### src/rtl/adc_display_scheduler.sv
// Rate-limited ADC-to-HEX display controller: captures the latest sample, converts it with a
// bit-serial double-dabble engine on each refresh tick and drives five active-low 7-seg digits.
module adc_display_scheduler #(
  parameter int unsigned UPDATE_DIV = 5_000_000,
  parameter bit          BLANK_LZ   = 1'b0
) (
  input  logic        clk,
  input  logic        rst,
  input  logic [13:0] in_data,
  input  logic        in_valid,
  input  logic        freeze,
  output logic        busy,
  output logic        upd_done,
  output logic [6:0]  d0,
  output logic [6:0]  d1,
  output logic [6:0]  d2,
  output logic [6:0]  d3,
  output logic [6:0]  d4
);

  localparam int unsigned     CntW   = (UPDATE_DIV > 1) ? $clog2(UPDATE_DIV) : 1;
  localparam logic [CntW-1:0] CntMax = CntW'(UPDATE_DIV - 1);

  typedef enum logic [1:0] {StIdle, StConv, StLatch} state_e;

  state_e          state_q, state_d;
  logic [CntW-1:0] cnt_q;
  logic            tick;
  logic [13:0]     sample_q;
  logic            have_sample_q;
  logic [13:0]     bin_q, bin_d;
  logic [19:0]     bcd_q, bcd_d, bcd_adj;
  logic [3:0]      bit_cnt_q, bit_cnt_d;
  logic            load;
  logic            latch_q;
  logic            lz_run;
  logic [6:0]      seg_enc [5];

  function automatic logic [6:0] seg7(input logic [3:0] dig);
    case (dig)
      4'd0:    seg7 = 7'h40;
      4'd1:    seg7 = 7'h79;
      4'd2:    seg7 = 7'h24;
      4'd3:    seg7 = 7'h30;
      4'd4:    seg7 = 7'h19;
      4'd5:    seg7 = 7'h12;
      4'd6:    seg7 = 7'h02;
      4'd7:    seg7 = 7'h78;
      4'd8:    seg7 = 7'h00;
      4'd9:    seg7 = 7'h10;
      default: seg7 = 7'h7F;
    endcase
  endfunction

  assign tick = (cnt_q == CntMax);

  // Free-running refresh divider; keeps counting through conversions and freeze.
  always_ff @(posedge clk or posedge rst) begin
    if (rst)       cnt_q <= '0;
    else if (tick) cnt_q <= '0;
    else           cnt_q <= cnt_q + CntW'(1);
  end

  // Latest-sample capture; a new sample in the load cycle wins over the clear.
  always_ff @(posedge clk or posedge rst) begin
    if (rst) begin
      sample_q      <= '0;
      have_sample_q <= 1'b0;
    end else if (in_valid) begin
      sample_q      <= in_data;
      have_sample_q <= 1'b1;
    end else if (load) begin
      have_sample_q <= 1'b0;
    end
  end

  // Double-dabble add-3 correction on every BCD nibble before the shift.
  always_comb begin
    bcd_adj = bcd_q;
    for (int i = 0; i < 5; i++) begin
      if (bcd_q[4*i +: 4] > 4'd4) bcd_adj[4*i +: 4] = bcd_q[4*i +: 4] + 4'd3;
    end
  end

  // FSM next state and conversion datapath.
  always_comb begin
    state_d   = state_q;
    bin_d     = bin_q;
    bcd_d     = bcd_q;
    bit_cnt_d = bit_cnt_q;
    load      = 1'b0;
    unique case (state_q)
      StIdle: begin
        // Ticks without a fresh sample or under freeze are dropped, not queued.
        if (tick && have_sample_q && !freeze) begin
          load      = 1'b1;
          bin_d     = sample_q;
          bcd_d     = '0;
          bit_cnt_d = '0;
          state_d   = StConv;
        end
      end
      StConv: begin
        {bcd_d, bin_d} = {bcd_adj[18:0], bin_q, 1'b0};
        bit_cnt_d      = bit_cnt_q + 4'd1;
        if (bit_cnt_q == 4'd13) state_d = StLatch;
      end
      StLatch: state_d = StIdle;
      default: state_d = StIdle;
    endcase
  end

  // FSM and datapath registers; busy and the latch strobe trail the state by one cycle.
  always_ff @(posedge clk or posedge rst) begin
    if (rst) begin
      state_q   <= StIdle;
      bin_q     <= '0;
      bcd_q     <= '0;
      bit_cnt_q <= '0;
      latch_q   <= 1'b0;
      busy      <= 1'b0;
    end else begin
      state_q   <= state_d;
      bin_q     <= bin_d;
      bcd_q     <= bcd_d;
      bit_cnt_q <= bit_cnt_d;
      latch_q   <= (state_q == StLatch);
      busy      <= (state_q != StIdle);
    end
  end

  // Segment encoding with optional leading-zero blanking; units digit is never blanked.
  always_comb begin
    lz_run = 1'b1;
    for (int i = 4; i >= 1; i--) begin
      lz_run     = lz_run & (bcd_q[4*i +: 4] == 4'd0);
      seg_enc[i] = (BLANK_LZ && lz_run) ? 7'h7F : seg7(bcd_q[4*i +: 4]);
    end
    seg_enc[0] = seg7(bcd_q[3:0]);
  end

  // Registered display outputs and the one-cycle update pulse.
  always_ff @(posedge clk or posedge rst) begin
    if (rst) begin
      upd_done <= 1'b0;
      d0       <= 7'h40;
      d1       <= 7'h40;
      d2       <= 7'h40;
      d3       <= 7'h40;
      d4       <= 7'h40;
    end else begin
      upd_done <= latch_q;
      if (latch_q) begin
        d0 <= seg_enc[0];
        d1 <= seg_enc[1];
        d2 <= seg_enc[2];
        d3 <= seg_enc[3];
        d4 <= seg_enc[4];
      end
    end
  end

endmodule

### config.mk
export PLATFORM = sky130hd
export DESIGN_NAME = adc_display_scheduler
export DESIGN_NICKNAME = d
export VERILOG_FILES = /design/src/rtl/adc_display_scheduler.sv
export SDC_FILE = /design/constraint.sdc
export NUM_CORES = 1
export LEC_CHECK = 0
export ABC_AREA = 1
export ABC_CLOCK_PERIOD_IN_PS = 3720
export BUFFER_PORTS_ARGS = -buffer_cell sky130_fd_sc_hd__buf_2
export CAP_MARGIN = 20
export CORE_MARGIN = 3
export CORE_UTILIZATION = 60
export CTS_CLUSTER_SIZE = 14
export DETAILED_ROUTE_END_ITERATION = 6
export PLACE_DENSITY = 0.88
export SYNTH_ARGS = -nofsm -noshare
export SYNTH_HDL_FRONTEND = slang
export SYNTH_SLANG_ARGS = --single-unit
### constraint.sdc
create_clock -name clk -period 3.72 [get_ports clk]
set_clock_uncertainty 0.1 [all_clocks]
set_input_delay 0.186 -clock clk [delete_from_list [all_inputs] [get_ports clk]]
set_output_delay 0.186 -clock clk [all_outputs]
set_load 0.02 [all_outputs]
==> results_dict.tcl <==
set metrics [dict create \
    num_rows 35 \
    max_freq_mhz 415 \
    grt_max_degree 57 \
    cts_root_buf "clkbuf_8" \
    min_period_ns 2.41 \
    critical_path.endpoint_type "flop" \
    rsz0062_at_grt "no" \
    worst_slew_pin_slew_ns 1.01 \
    r2r_slack_ns 1.31 \
    clock_sinks 116 \
    start_kind "flop" \
    hold_depth 6 \
    clk_pin_slew_ns 0.06 \
    drive_gt1_frac 0.145 \
    setup_viol 0 \
    grt_pass1_vias 5124 \
    period_share 0.648 \
    outcome "complete, no violations" \
    routed-wl-met2_um 7140 \
    core-area_sq_um 9500 \
    finalPower_mw 3.14 \
    viasPerCell 5.41 \
    critPathRequiredTime_ns 4.07 \
    hpwl_um 8530 \
    routed-wl-met3_um 595 \
    ios 55 \
    crit_arrival_ns 2.77 \
    yosys_register_bits 116 \
    numPortBuffers 54 \
    syn_nets 800 \
    final_util 0.771 \
    antenna_found_initial 0 \
    holdCritPathClass "input port to flop" \
    areaGrowthSynthToFinish_pct 21.2 \
    slew_violations 0 \
    diodes 0 \
    wl_met1_um 6070 \
    p_leak_nw 3.77 \
    setup_tns_ns 0 \
    grt_pass1_wl_um 23700 \
    cts_buffers 17 \
    hold_viol 0 \
    antenna_left 0 \
    syn_area_per_cell_sq_um 8.01 \
    fin_nets 882 \
    start_util 0.636 \
    die_y_um 106 \
    insertion_delay_ns 0.52 \
    critical_path_class "flop to flop" \
    hold_start "freeze" \
    reg2reg_from "cnt_q[0]$_DFF_PP0_" \
    slew_headroom 0.327 \
    placedCellCount 917 \
    cts_resized 0 \
    gr-usage-all-layers 0.260 \
    rr_endpoint "bin_q[2]$_DFFE_PP0P_" \
    dieArea_sq_um 11300 \
    wire_per_inst_um 14.3 \
    synth_top_cell_area_share 0.460 \
    ys_seq_area_frac 0.482 \
    synth.area.top_cells "dfrtp_1, nand2_1, nor2_1" \
    cts_buffer_depth 2 \
    cts_setup_buffers 0 \
    drv_cap 0 \
    netlist_instances 754 \
    remaining_drc_errors 0 \
    yosys.area.top_type "dfrtp_1" \
    gp_congestion 0.920 \
    drt_iter0_drc 323 \
    top_layer_used "met4" \
    drt_pre_antenna_iters 5 \
    hold_end "bin_q[0]$_DFFE_PP0P_" \
    vias 5287 \
    r2r_cells 7 \
    grt-ovfl-total 0 \
    syn_area_sq_um 6040 \
    htree_levels 4 \
    die_w_um 106 \
    path_max_fanout 40 \
    wirelength_um 14000 \
    synthDistinctLibCells 35 \
    ys_warn_count 0 \
    finalNonFillerCells 978 \
    ir_drop_mv 0.380 \
    tritoncts "done" \
    power_density_nw_per_um2 429 \
]
[worst max-delay path, cell delays in order (launching register included)]
cell and delay, ns:
dfrtp_1 0.39, ha_1 0.22, nand3_2 0.15, nor2_1 0.26, nand4_4 0.57, nand2_2 0.47
nand2_1 0.11, nand2_1 0.07
[stage by stage]
stage,area (sq um),hold WS (ns),setup WS [ns]
final,7320,0.0228,1.31
after global routing,7320,0.0698,1.13
after CTS,7320,0.00333,1.35
after detailed placement,6390,0.239,1.37
after global placement,6390,0.230,1.46
after floorplan,6040,0.203,0.370
[Yosys cell counts (all sizes together)]
library cell  count
clkbuf           12
dfrtp           111
and3              2
and2              1
o22ai             2
o21ai            54
buf              14
o211ai            7
clkinv            1
o22a              2
or2               6
nor3              3
nand4             9
nand3            59
o311ai            1
xor2              9
o221ai            1
nand2           181
o21bai            3
nor2            104
a21oi            43
dfstp             5
xnor2             1
ha               28
a31oi             6
inv              89
[power breakdown]
part	internal, mW	leakage, nW	switching (mW)
clock	1.17	0.296	0.598
combinational	0.0383	2.01	0.0518
sequential	1.28	1.46	0.00420
total	2.49	3.77	0.654
[placed cells by master (no fill, tap or decap), types with 28 or more instances in the layout]
master         netlist  layout
dlygate4sd3_1        0      29
ha_1                28      28
inv_1               84      83
o21ai_0             54      54
a21oi_1             43      43
nand2_1            179     179
dfrtp_1            111     111
buf_2                9      54
nand3_1             48      48
nor2_1             102     101
[registers in the layout, summed over array words and instances (netlist names), 2 cells and up]
signal,flops
bit_cnt_q,4
cnt_q,23
bin_q,14
bcd_q,20
d4,7
d3,7
d2,7
d0,7
d1,7
state_q,2
sample_q,14
[worst max path at each step]
stage,startpoint,endpoint,cells after the start
3_5_place_dp,cnt_q[0]$_DFF_PP0_,bin_q[13]$_DFFE_PP0P_,7
5_1_grt,cnt_q[0]$_DFF_PP0_,bin_q[6]$_DFFE_PP0P_,7
3_3_place_gp,cnt_q[0]$_DFF_PP0_,bin_q[1]$_DFFE_PP0P_,7
2_1_floorplan,rst,bcd_q[0]$_DFFE_PP0P_,1
4_1_cts,cnt_q[0]$_DFF_PP0_,bin_q[2]$_DFFE_PP0P_,7
6_report,cnt_q[0]$_DFF_PP0_,bin_q[2]$_DFFE_PP0P_,7
[layout make-up]
cell class | count | area (sq um)
well taps | 129 | 161
repair buffers | 89 | 606
multi-input cells | 522 | 2670
inverters | 90 | 340
flip-flops and latches | 116 | 2910
fillers | 620 | 2180
clock inverters | 13 | 206
clock buffers | 19 | 432
[metal layers]
layer / up-vias / GRT usage
met5: - / 0
met1: 2533 / 0.326
met2: 147 / 0.448
met3: 23 / 0.0455
li1: 2584 / -
met4: 0 / 0.103
[kinds of logic after synthesis]
group,after synthesis,synth area share
buf+inv,116,0.0770
flops,116,0.482
compound gates,119,0.107
simple gates,365,0.262
xor+xnor,10,0.0145
fa+ha+maj,28,0.0580
[timing repair]
item,CTS,global route
hold buffers,29,0
endpoints found under the setup margin,0,0
hold endpoints to repair,69,0
Power figures use the tool's default switching activity.
